File: config.mk
export PLATFORM = sky130hd
export DESIGN_NAME = multicycle_control_112_flat
export DESIGN_NICKNAME = d
export VERILOG_FILES = /design/src/rtl/multicycle_control_112_if.sv /design/src/rtl/multicycle_control_112.sv /design/src/flat_wrapper.sv
export SDC_FILE = /design/constraint.sdc
export NUM_CORES = 1
export LEC_CHECK = 0
export ABC_AREA = 1
export BUFFER_PORTS_ARGS = -buffer_cell sky130_fd_sc_hd__clkbuf_2
export CAP_MARGIN = 5
export CORE_MARGIN = 5
export CORE_UTILIZATION = 43
export DETAILED_ROUTE_END_ITERATION = 10
export HOLD_SLACK_MARGIN = 0.12
export PLACE_DENSITY = 0.79
export SLEW_MARGIN = 20
export SYNTH_ARGS = -nofsm -noshare
export SYNTH_HDL_FRONTEND = slang
export SYNTH_SLANG_ARGS = --single-unit
File: constraint.sdc
create_clock -name clk -period 2.39 [get_ports clk]
set_clock_uncertainty 0.15 [all_clocks]
set_input_delay 0.239 -clock clk [delete_from_list [all_inputs] [get_ports clk]]
set_output_delay 0.239 -clock clk [all_outputs]
set_load 0.02 [all_outputs]
File: src/rtl/multicycle_control_112_if.sv
// rtl/multicycle_control_112_if.sv - controller <-> datapath signal bundle for the multicycle MIPS controller
interface multicycle_control_112_if #(
  parameter int CNT_W = 16
);
  logic [5:0]       op;
  logic [5:0]       func;
  logic             zero;
  logic             mem_ready;
  logic             PCWr;
  logic [1:0]       NPCop;
  logic             IRWr;
  logic             RegDst;
  logic             ALUsrc;
  logic [2:0]       ALUctr;
  logic             ExtOp;
  logic             MemtoReg;
  logic             RegWr;
  logic             MemWr;
  logic             MemRd;
  logic [2:0]       state;
  logic             illegal;
  logic [CNT_W-1:0] instr_cnt;

  modport master (
    input  op, func, zero, mem_ready,
    output PCWr, NPCop, IRWr, RegDst, ALUsrc, ALUctr, ExtOp, MemtoReg,
           RegWr, MemWr, MemRd, state, illegal, instr_cnt
  );

  modport slave (
    output op, func, zero, mem_ready,
    input  PCWr, NPCop, IRWr, RegDst, ALUsrc, ALUctr, ExtOp, MemtoReg,
           RegWr, MemWr, MemRd, state, illegal, instr_cnt
  );
endinterface

File: src/rtl/multicycle_control_112.sv
// rtl/multicycle_control_112.sv - multicycle MIPS controller FSM (IF/ID/EXE/MEM/WB) with retire counter
module multicycle_control_112 #(
  parameter int CNT_W = 16
) (
  input logic                     clk,
  input logic                     rst,
  multicycle_control_112_if.master bus
);
  typedef enum logic [2:0] {
    S_IF  = 3'd0,
    S_ID  = 3'd1,
    S_EXE = 3'd2,
    S_MEM = 3'd3,
    S_WB  = 3'd4
  } state_t;

  localparam logic [5:0] OP_R     = 6'b000000;
  localparam logic [5:0] OP_ORI   = 6'b001101;
  localparam logic [5:0] OP_ADDIU = 6'b001001;
  localparam logic [5:0] OP_LW    = 6'b100011;
  localparam logic [5:0] OP_SW    = 6'b101011;
  localparam logic [5:0] OP_BEQ   = 6'b000100;
  localparam logic [5:0] OP_J     = 6'b000010;

  state_t           state_q, state_d;
  logic             illegal_q, illegal_d;
  logic [CNT_W-1:0] instr_cnt_q, instr_cnt_d;
  logic             retire;

  logic       is_r, is_ori, is_addiu, is_lw, is_sw, is_beq, is_j, legal;
  logic [2:0] r_aluctr;

  always_comb begin
    r_aluctr = 3'b000;
    is_r     = 1'b0;
    if (bus.op == OP_R) begin
      is_r = 1'b1;
      case (bus.func)
        6'b100001: r_aluctr = 3'b000;
        6'b100011: r_aluctr = 3'b001;
        6'b100100: r_aluctr = 3'b010;
        6'b100101: r_aluctr = 3'b011;
        6'b101010: r_aluctr = 3'b100;
        6'b101011: r_aluctr = 3'b101;
        default:   is_r     = 1'b0;
      endcase
    end
  end

  assign is_ori   = (bus.op == OP_ORI);
  assign is_addiu = (bus.op == OP_ADDIU);
  assign is_lw    = (bus.op == OP_LW);
  assign is_sw    = (bus.op == OP_SW);
  assign is_beq   = (bus.op == OP_BEQ);
  assign is_j     = (bus.op == OP_J);
  assign legal    = is_r | is_ori | is_addiu | is_lw | is_sw | is_beq | is_j;

  always_ff @(posedge clk or posedge rst) begin
    if (rst) begin
      state_q     <= S_IF;
      illegal_q   <= 1'b0;
      instr_cnt_q <= '0;
    end else begin
      state_q     <= state_d;
      illegal_q   <= illegal_d;
      instr_cnt_q <= instr_cnt_d;
    end
  end

  always_comb begin
    state_d   = state_q;
    illegal_d = illegal_q;
    retire    = 1'b0;
    case (state_q)
      S_IF: if (bus.mem_ready) state_d = S_ID;
      S_ID: begin
        if (is_j) begin
          state_d = S_IF;
          retire  = 1'b1;
        end else if (!legal) begin
          state_d   = S_IF;
          illegal_d = 1'b1;
        end else begin
          state_d = S_EXE;
        end
      end
      S_EXE: begin
        if (is_r || is_ori || is_addiu) begin
          state_d = S_WB;
        end else if (is_lw || is_sw) begin
          state_d = S_MEM;
        end else begin
          state_d = S_IF;
          retire  = is_beq;
        end
      end
      S_MEM: begin
        if (bus.mem_ready) begin
          if (is_lw) begin
            state_d = S_WB;
          end else begin
            state_d = S_IF;
            retire  = is_sw;
          end
        end
      end
      S_WB: begin
        state_d = S_IF;
        retire  = 1'b1;
      end
      default: state_d = S_IF;
    endcase
    instr_cnt_d = instr_cnt_q + CNT_W'(retire);
  end

  always_comb begin
    bus.PCWr     = 1'b0;
    bus.NPCop    = 2'b00;
    bus.IRWr     = 1'b0;
    bus.RegDst   = 1'b0;
    bus.ALUsrc   = 1'b0;
    bus.ALUctr   = 3'b000;
    bus.ExtOp    = 1'b0;
    bus.MemtoReg = 1'b0;
    bus.RegWr    = 1'b0;
    bus.MemWr    = 1'b0;
    bus.MemRd    = 1'b0;
    case (state_q)
      S_IF: begin
        bus.MemRd = 1'b1;
        if (bus.mem_ready) begin
          bus.IRWr = 1'b1;
          bus.PCWr = 1'b1;
        end
      end
      S_ID: begin
        if (is_j) begin
          bus.PCWr  = 1'b1;
          bus.NPCop = 2'b10;
        end
      end
      S_EXE: begin
        if (is_r) begin
          bus.ALUctr = r_aluctr;
        end else if (is_ori) begin
          bus.ALUsrc = 1'b1;
          bus.ALUctr = 3'b011;
        end else if (is_addiu || is_lw || is_sw) begin
          bus.ALUsrc = 1'b1;
          bus.ExtOp  = 1'b1;
        end else if (is_beq) begin
          bus.ALUctr = 3'b001;
          bus.PCWr   = bus.zero;
          bus.NPCop  = 2'b01;
        end
      end
      S_MEM: begin
        bus.MemWr = is_sw;
        bus.MemRd = is_lw;
      end
      S_WB: begin
        bus.RegWr    = 1'b1;
        bus.RegDst   = is_r;
        bus.MemtoReg = is_lw;
      end
      default: ;
    endcase
    // Reset must silence every write/request even though state_q already reads IF.
    if (rst) begin
      bus.PCWr  = 1'b0;
      bus.IRWr  = 1'b0;
      bus.RegWr = 1'b0;
      bus.MemWr = 1'b0;
      bus.MemRd = 1'b0;
    end
  end

  assign bus.state     = state_q;
  assign bus.illegal   = illegal_q;
  assign bus.instr_cnt = instr_cnt_q;
endmodule

File: src/flat_wrapper.sv
// flat-port wrapper written by rule: the top's interface ports become plain ports
module multicycle_control_112_flat 
#(
  parameter int CNT_W = 16
)
  (clk, rst, bus_op, bus_func, bus_zero, bus_mem_ready, bus_PCWr, bus_NPCop, bus_IRWr, bus_RegDst, bus_ALUsrc, bus_ALUctr, bus_ExtOp, bus_MemtoReg, bus_RegWr, bus_MemWr, bus_MemRd, bus_state, bus_illegal, bus_instr_cnt);
  multicycle_control_112_if #(.CNT_W(CNT_W)) bus_i ();
  input logic clk;
  input logic rst;
  input wire logic [$bits(bus_i.op)-1:0] bus_op;
  input wire logic [$bits(bus_i.func)-1:0] bus_func;
  input wire logic [$bits(bus_i.zero)-1:0] bus_zero;
  input wire logic [$bits(bus_i.mem_ready)-1:0] bus_mem_ready;
  output wire logic [$bits(bus_i.PCWr)-1:0] bus_PCWr;
  output wire logic [$bits(bus_i.NPCop)-1:0] bus_NPCop;
  output wire logic [$bits(bus_i.IRWr)-1:0] bus_IRWr;
  output wire logic [$bits(bus_i.RegDst)-1:0] bus_RegDst;
  output wire logic [$bits(bus_i.ALUsrc)-1:0] bus_ALUsrc;
  output wire logic [$bits(bus_i.ALUctr)-1:0] bus_ALUctr;
  output wire logic [$bits(bus_i.ExtOp)-1:0] bus_ExtOp;
  output wire logic [$bits(bus_i.MemtoReg)-1:0] bus_MemtoReg;
  output wire logic [$bits(bus_i.RegWr)-1:0] bus_RegWr;
  output wire logic [$bits(bus_i.MemWr)-1:0] bus_MemWr;
  output wire logic [$bits(bus_i.MemRd)-1:0] bus_MemRd;
  output wire logic [$bits(bus_i.state)-1:0] bus_state;
  output wire logic [$bits(bus_i.illegal)-1:0] bus_illegal;
  output wire logic [$bits(bus_i.instr_cnt)-1:0] bus_instr_cnt;
  assign bus_i.op = bus_op;
  assign bus_i.func = bus_func;
  assign bus_i.zero = bus_zero;
  assign bus_i.mem_ready = bus_mem_ready;
  assign bus_PCWr = bus_i.PCWr;
  assign bus_NPCop = bus_i.NPCop;
  assign bus_IRWr = bus_i.IRWr;
  assign bus_RegDst = bus_i.RegDst;
  assign bus_ALUsrc = bus_i.ALUsrc;
  assign bus_ALUctr = bus_i.ALUctr;
  assign bus_ExtOp = bus_i.ExtOp;
  assign bus_MemtoReg = bus_i.MemtoReg;
  assign bus_RegWr = bus_i.RegWr;
  assign bus_MemWr = bus_i.MemWr;
  assign bus_MemRd = bus_i.MemRd;
  assign bus_state = bus_i.state;
  assign bus_illegal = bus_i.illegal;
  assign bus_instr_cnt = bus_i.instr_cnt;
  multicycle_control_112 #(.CNT_W(CNT_W)) u_core (.clk(clk), .rst(rst), .bus(bus_i));
endmodule
* Word-level counts from Yosys, hierarchy flattened
Index checks and enable logic that the tools add are counted.
** Cells by class
- Add/sub/neg operators :: 1
- Equal/unequal tests :: 18
- Mux-type cells :: 53
- Bitwise logic cells :: 8
- Reduce and logical (&&, ||, !) cells :: 10
** Operators by type and width (count)
- $eq A6 B6 Y1 const B :: 8
- $mux W1 :: 31
- $mux W3 :: 10
- $add A16 B1 Y16 :: 1
- $pmux W3 S5 :: 1
- $eq A6 B4 Y1 const B :: 2
- $mux W2 :: 6
- $pmux W3 S4 :: 1
- $eq A3 B2 Y1 const B :: 2
- $eq A6 B2 Y1 const B :: 1
- $eq A6 B3 Y1 const B :: 1
- $logic_not A6 Y1 :: 1
- $or A1 B1 Y1 :: 6
- $reduce_or A6 Y1 :: 1
- $logic_or A1 B1 Y1 :: 5
- $ne A2 B2 Y1 const B :: 2
- $pmux W1 S4 :: 1
- $pmux W2 S2 :: 1
- $eq A3 B1 Y1 const B :: 1
- $eq A3 B3 Y1 const B :: 1
- $logic_not A3 Y1 :: 1
- $pmux W1 S3 :: 1
- $reduce_and A3 Y1 :: 1
- $not A1 Y1 :: 2
- 2 further kinds :: 2
** Word-level totals
- Bits in registers :: 20
- Input port bits :: 16
- Output and inout port bits :: 34
- Logic and storage cells :: 93

* Depth between registers and ports, before layout
Gate-level depths: netlist of run 1.
- Depth after elaboration :: 13
- Mapped depth :: 16
- Gate-level depth less buffers :: 16

* Worst setup path after synthesis of run 1
OpenSTA, ideal clock, no wires.
- Kind :: reg-to-reg
- From :: register u_core.state_q[0], in the netlist u_core.bus.state[0]
- To :: register u_core.instr_cnt_q[14], in the netlist u_core.bus.instr_cnt[14]
- Setup time :: 80 ps
- Arrival :: 2475 ps
- Data required time :: 2160 ps
- Slack :: -315 ps
- Stages on the path, launching flop included :: 16
- Buffers on the path :: 0
- Period minus slack after synthesis :: 2705 ps
- Cells stage by stage :: dfrtp_1 -> inv_1 -> nor3_2 -> inv_1 -> nor2_1 -> nor2_1 -> o211ai_1 -> ha_1 -> ha_1 -> nand3_2 -> nor2_2 -> nand2_2 -> nor2_4 -> nand3_2 -> nor2_2 -> xor2_1
** On the way
- Cells in the longest elaborated chain, start to end :: 3
- Elaborated cells between the ends (all ways) :: 6
- Classes of those cells :: add/sub (1); eq/ne (4); mux (1)
** RTL lines
- start, declared :: line multicycle_control_112.sv:25 : state_t state_q, state_d;
- start signal, assigned :: line multicycle_control_112.sv:64 : state_q <= state_d;
- $eq A3 B3 Y1, or another cell as far along :: line multicycle_control_112.sv:74 : case (state_q)
- $pmux W1 S4 * :: line multicycle_control_112.sv:74
- $add A16 B1 Y16 * :: line multicycle_control_112.sv:113 : instr_cnt_d = instr_cnt_q + CNT_W'(retire);
- named net u_core.instr_cnt_d[14] :: line multicycle_control_112.sv:27 : logic [CNT_W-1:0] instr_cnt_q, instr_cnt_d;
- end signal, assigned :: line multicycle_control_112.sv:66 : instr_cnt_q <= instr_cnt_d;
- end, declared :: line multicycle_control_112.sv:27
Mark *: on every way through the listed nets, which the timed path passes. The rest lies on a longest branch.
A chain may end at the register's enable or synchronous reset.

* Worst setup path after layout of run 1
- From :: register u_core.state_q[2], in the netlist u_core.bus.state[2]
- To :: register u_core.instr_cnt_q[8], in the netlist u_core.bus.instr_cnt[8]
The elaborated chain is that of the path after synthesis.

==> results of run 1 <==
cells by family after synthesis:
| group | count (synthesis) | synth area share [%] |
|---|---|---|
| AND/OR/NAND/NOR | 85 | 34.4 |
| buffers and inverters | 24 | 7.36 |
| adder cells (fa/ha/maj) | 2 | 2.04 |
| flip-flops | 20 | 40.9 |
| XOR/XNOR | 14 | 10.0 |
| AO/OA/AOI/OAI | 11 | 5.32 |
worst max-delay path, cell delays in order (launching register included):
cell and delay (ps):
dfrtp_2 440, buf_6 130, nor3_4 190, nand2_1 90, inv_2 70, nor2_2 30, o211ai_1 90, ha_2 260
ha_4 150, nand3_4 80, nor2_4 100, nand2_2 70, nor2_4 120, buf_4 130, buf_6 80, xor2_1 170
power groups by stage:
stage | clock, W | sequential, W | combinational (W)
2_1_floorplan | 0 | 0.000446 | 0.000119
3_3_place_gp | 0 | 0.000403 | 0.000278
3_5_place_dp | 0 | 0.000404 | 0.000284
4_1_cts | 0.000192 | 0.000408 | 0.000266
5_1_grt | 0.000213 | 0.000415 | 0.000302
6_report | 0.000187 | 0.000411 | 0.000270
per-layer routing:
layer	wire length, um	up-vias	global-route usage, %	share of wire (%)
met1	1420	609	21.5	41
met2	1740	55	30.5	50
met3	257	6	4.09	7.4
li1	-	660	-	-
met5	0	-	0	0
met4	57	0	3.12	1.6
metrics by stage:
step,TNS (ps),setup slack [ps],total power (W)
2_1_floorplan,-42.6,-27.5,0.000565
5_1_grt,-652,-198,0.000930
3_5_place_dp,-37.6,-29.4,0.000687
6_report,-100,-45.3,0.000868
3_3_place_gp,0,67.8,0.000682
4_1_cts,0,2.13,0.000865
Yosys cell counts:
cell type / n
a21oi_1: 5
dfrtp_1: 20
ha_1: 2
inv_1: 24
nand2_1: 28
nand2_2: 1
nand3_1: 8
nand3_2: 3
nand3b_1: 1
nand4_1: 5
nor2_1: 25
nor2_2: 2
nor2_4: 1
nor2b_1: 1
nor3_1: 3
nor3_2: 2
nor3_4: 1
nor4_1: 3
o211a_1: 1
o211ai_1: 1
o21ai_0: 3
o21bai_1: 1
or2_2: 1
xnor2_1: 6
xor2_1: 8
how the worst min path moves through the flow:
| stage | startpoint | to | slack (ps) | cells past startpoint |
|---|---|---|---|---|
| after CTS | bus_mem_ready | u_core.bus.state[1]$_DFFE_PP0P_ | 160 | 4 |
| after global placement | rst | u_core.bus.illegal$_DFFE_PP0P_ | 310 | 2 |
| after floorplan | rst | u_core.bus.illegal$_DFFE_PP0P_ | 50 | 1 |
| final | bus_mem_ready | u_core.bus.state[2]$_DFFE_PP0P_ | 170 | 3 |
| after detailed placement | rst | u_core.bus.instr_cnt[4]$_DFF_PP0_ | 310 | 2 |
| after global routing | bus_mem_ready | u_core.bus.state[1]$_DFFE_PP0P_ | 180 | 4 |
state kept, by name, indices dropped and copies added, names as in the netlist:
| signal | cells |
|---|---|
| u_core.bus.illegal | 1 |
| u_core.bus.state | 3 |
| u_core.bus.instr_cnt | 16 |
area by class of cell:
class	count	area (um2)
Tap cell	31	38.8
Timing Repair Buffer	74	453
Fill cell	207	910
Multi-Input combinational cell	112	702
Clock buffer	4	36.3
Inverter	24	90.1
Sequential cell	20	504
timing repair:
action	4_1_cts	5_1_grt
hold buffers	1	0
gates resized for setup	5	13
endpoints found under the setup margin	4	9
setup buffers	6	5
hold endpoints to repair	20	0
pin swaps	3	6
==> impl_metrics.py, run 1 <==
metrics = {
    "cts": {
        "numClockSinks": 20,
        "cts_tree": "built",
        "insertion_delay_ps": 290,
        "path_clk_slew_ps": 100,
        "cts_max_level": 1,
        "cts_made_buffers": 3,
        "cts.path.max_buffers": 2,
        "root_buffer": "clkbuf_4",
    },
    "timing": {
        "fin_ws_ps": -45.3,
        "hold_ws_ps": 174,
        "hold_viol_final": 0,
        "rsz0062_at_grt": "true",
        "layout_min_cycle_time_ps": 2440,
        "setup_viol": 3,
        "max_slew_margin_pct": 51.0,
        "maxSlewViolCount": 0,
        "finalCritPeriodShare_pct": 102,
        "tightest_slew_ps": 734,
        "fmaxAchievable_mhz": 411,
    },
    "route": {
        "detail_route.wl_per_cell_um": 13.1,
        "drtIter0Drc": 52,
        "route.detailed.drc": 0,
        "avgViaCountPerCell": 5.02,
        "dr.pass1.iters": 4,
        "final_antenna_net_count": 0,
        "vias": 1330,
        "wirelength_mm": 3.47,
    },
    "layout": {
        "fin_cells": 265,
        "drive_above_1_share_pct": 43.6,
        "final_common_cell": "clkbuf_2",
        "mostFrequentLayoutCells": "48 x clkbuf_2, 27 x nand2_1, 22 x inv_1, 22 x nor2_1, 21 x buf_4",
        "fin_util_pct": 66.7,
        "diodes": 0,
        "final_nets": 253,
        "areaGrowthSynthToFinish_pct": 49.1,
        "final_area_um2": 1820,
    },
    "global_route": {
        "gr-usage-all-layers_pct": 17.3,
        "grt_pass1_vias": 1296,
        "grt_antenna_before_repair": 0,
        "gr-total-overflow": 0,
        "grt_max_degree": 21,
        "grt_pass1_wl_mm": 5.72,
    },
    "synthesis": {
        "synth-seq-area-share_pct": 40.9,
        "syn_area_per_cell_um2": 7.84,
        "yosysUniqueCellTypes": 25,
        "ys_ff_latch": 20,
        "synth_area_leaders": "dfrtp_1 41%, nand2_1 8.6%, nor2_1 7.7%",
        "synth_top_area_cell": "dfrtp_1",
        "syn_inst": 156,
        "yosys.area.top_type_share_pct": 40.9,
        "syn-cell-area_um2": 1220,
        "synth_fp_nets": 174,
        "yosysWarningCount": 0,
    },
    "pwr": {
        "p_int_w": 0.000561,
        "p_seq_share_pct": 47.3,
        "cellLeakagePower_nw": 0.983,
        "power_density_nw_per_um2": 476,
        "comb_power_share_pct": 31.1,
        "clkPwrFrac_pct": 21.6,
        "p_sw_share_pct": 35.4,
        "p_switching_w": 0.000307,
        "ir_worst_vdd_mv": 0.474,
    },
    "floorplanning": {
        "initial_core_util_pct": 44.8,
        "boundaryPins": 50,
        "core_um2": 2730,
        "rows": 19,
        "chipHeight_um": 63.3,
        "die_w_um": 63.3,
        "die_area_um2": 4010,
    },
    "outcome": {
        "failed_checks": "negative setup slack",
        "outcome": "finished with violations",
    },
    "worst_setup_path": {
        "worst_setup_path_end_kind": "register",
        "cp_data_required_time_ps": 2460,
        "endpoint": "u_core.bus.instr_cnt[8]$_DFF_PP0_",
        "arrival_ps": 2500,
        "r2r_end": "u_core.bus.instr_cnt[8]$_DFF_PP0_",
        "reg2reg_from": "u_core.bus.state[2]$_DFFE_PP0P_",
        "startpoint": "u_core.bus.state[2]$_DFFE_PP0P_",
        "reg2regPathDepth": 15,
        "startpoint_type": "register",
        "critical_path_class": "reg -> reg",
        "crit_fanout": 3,
        "ff2ff_setup_slack_ps": -50,
    },
    "place": {
        "dp_cells": 252,
        "io_buffers": 49,
        "routabilityCongestion": 0.946,
        "dp_hpwl_mm": 2.58,
        "place_area_um2": 1650,
    },
    "run": {
        "cap_violations": 0,
    },
    "min_path": {
        "hold_class": "in -> reg",
    },
}
Power figures use the tool's default switching activity.
==> run 2, diff against run 1 <==
Settings changed: CORE_UTILIZATION 43 to 47, PLACE_DENSITY 0.79 to 0.82.
Clock period 2.39 ns to 2.8 ns, I/O delays scaled along.
==> impl_metrics.py, run 2 (synthesized netlist as in run 1, its figures left out) <==
metrics = {
    "outcome": {
        "outcome": "completed",
    },
    "pwr": {
        "cellLeakagePower_nw": 0.863,
        "p_seq_share_pct": 50.7,
        "p_switching_w": 0.000242,
        "clkPwrFrac_pct": 18.6,
        "p_int_w": 0.000434,
        "comb_power_share_pct": 30.7,
        "p_sw_share_pct": 35.8,
        "power_density_nw_per_um2": 429,
        "ir_worst_vdd_mv": 0.326,
    },
    "place": {
        "dp_cells": 236,
        "io_buffers": 49,
        "routabilityCongestion": 0.906,
        "dp_slack_ps": 132,
        "dp_hpwl_mm": 2.31,
        "place_area_um2": 1510,
    },
    "worst_setup_path": {
        "critical_path_class": "reg -> reg",
        "worst_setup_path_end_kind": "register",
        "crit_fanout": 6,
        "startpoint_type": "register",
        "arrival_ps": 2630,
        "cp_data_required_time_ps": 2870,
    },
    "floorplanning": {
        "core_um2": 2480,
        "initial_core_util_pct": 49.4,
        "boundaryPins": 50,
        "rows": 18,
        "die_w_um": 61.0,
        "die_area_um2": 3720,
        "chipHeight_um": 61.0,
    },
    "route": {
        "dr.pass1.iters": 4,
        "route.detailed.drc": 0,
        "avgViaCountPerCell": 4.89,
        "vias": 1178,
        "wirelength_mm": 2.76,
        "drtIter0Drc": 41,
        "detail_route.wl_per_cell_um": 11.4,
        "final_antenna_net_count": 0,
    },
    "cts": {
        "cts_max_level": 1,
        "cts_made_buffers": 3,
        "path_clk_slew_ps": 90,
        "cts_tree": "built",
        "insertion_delay_ps": 290,
        "numClockSinks": 20,
        "cts.path.max_buffers": 2,
        "root_buffer": "clkbuf_4",
    },
    "layout": {
        "diodes": 0,
        "final_area_um2": 1580,
        "final_common_cell": "clkbuf_2",
        "areaGrowthSynthToFinish_pct": 28.8,
        "fin_cells": 241,
        "largest_reg_flops": 16,
        "final_nets": 231,
        "mostFrequentLayoutCells": "49 x clkbuf_2, 28 x nand2_1, 25 x nor2_1",
        "drive_above_1_share_pct": 33.2,
        "fin_util_pct": 63.6,
    },
    "global_route": {
        "grt_antenna_before_repair": 0,
        "gr-total-overflow": 0,
        "gr-usage-all-layers_pct": 15.7,
        "grt_pass1_wl_mm": 4.43,
        "grt_max_degree": 21,
        "grt_pass1_vias": 1062,
    },
    "timing": {
        "finalCritPeriodShare_pct": 91.4,
        "fin_setup_tns_ps": 0,
        "max_slew_margin_pct": 52.3,
        "setup_viol": 0,
        "hold_viol_final": 0,
        "tightest_slew_ps": 715,
        "maxSlewViolCount": 0,
        "fmaxAchievable_mhz": 391,
        "rsz0062_at_grt": "false",
        "fin_ws_ps": 240,
        "layout_min_cycle_time_ps": 2560,
    },
    "min_path": {
        "hold_class": "in -> reg",
    },
    "run": {
        "cap_violations": 0,
    },
}
[run 2: power groups by stage]
stage,clock network (W),logic (W),registers (W)
after floorplan,0,0.0000951,0.000375
after global placement,0,0.000194,0.000346
after detailed placement,0,0.000195,0.000347
after CTS,0.000136,0.000198,0.000342
after global routing,0.000145,0.000231,0.000347
final,0.000126,0.000208,0.000343
[run 2: critical path: stages (launching register included)]
cell and delay [ps]:
dfrtp_2 490, nor3_4 230, inv_1 60, nor2_1 190, nor2_1 70, o211ai_1 100
ha_2 220, ha_1 190, nand3_2 110, nor2_2 110, nand2_2 90, nor2_4 120
nand3_2 100, nor2_2 110, xor2_1 150
[run 2: timing repair]
| item | in CTS | in global routing |
|---|---|---|
| gates resized for setup | 0 | 7 |
| endpoints found under the hold margin | 20 | 0 |
| setup buffers | 0 | 1 |
| hold buffers | 1 | 0 |
| setup endpoints to repair | 0 | 3 |
[run 2: area by class of cell]
type	instances	area, um2
multi-input cells	112	653
well taps	30	37.5
repair buffers	52	270
inverters	24	90.1
clock buffers	3	22.5
fillers	238	901
flip-flops and latches	20	503
[run 2: per-stage QoR]
stage               hold slack [ps]  power [W]
finish                          209   0.000676
global route                    214   0.000724
CTS                             188   0.000676
detailed placement              312   0.000542
global placement                309   0.000540
floorplan                      93.8   0.000470
[run 2: layer usage]
metal | global-route usage (%) | vias up | part of all wire (%) | wire length [um]
met4 | 2.17 | 0 | 1.3 | 36
met3 | 5.45 | 4 | 6.0 | 165
met2 | 25.4 | 36 | 49 | 1350
met1 | 21.0 | 524 | 44 | 1210
met5 | 0 | - | 0 | 0
li1 | - | 614 | - | -
[run 2: path summary, 6_finish.rpt]
path | slack (ps) | from | cells past startpoint | endpoint
setup / recovery | 240 | u_core.bus.state[2]$_DFFE_PP0P_ | 14 | u_core.bus.instr_cnt[14]$_DFF_PP0_
hold / removal | 210 | bus_mem_ready | 3 | u_core.bus.state[2]$_DFFE_PP0P_
setup reg to reg | 240 | u_core.bus.state[2]$_DFFE_PP0P_ | 14 | u_core.bus.instr_cnt[14]$_DFF_PP0_
hold reg to reg | 320 | u_core.bus.instr_cnt[15]$_DFF_PP0_ | 1 | u_core.bus.instr_cnt[15]$_DFF_PP0_
max in group asynchronous | 1420 | rst | 3 | u_core.bus.state[2]$_DFFE_PP0P_
min in group asynchronous | 580 | rst | 3 | u_core.bus.illegal$_DFFE_PP0P_
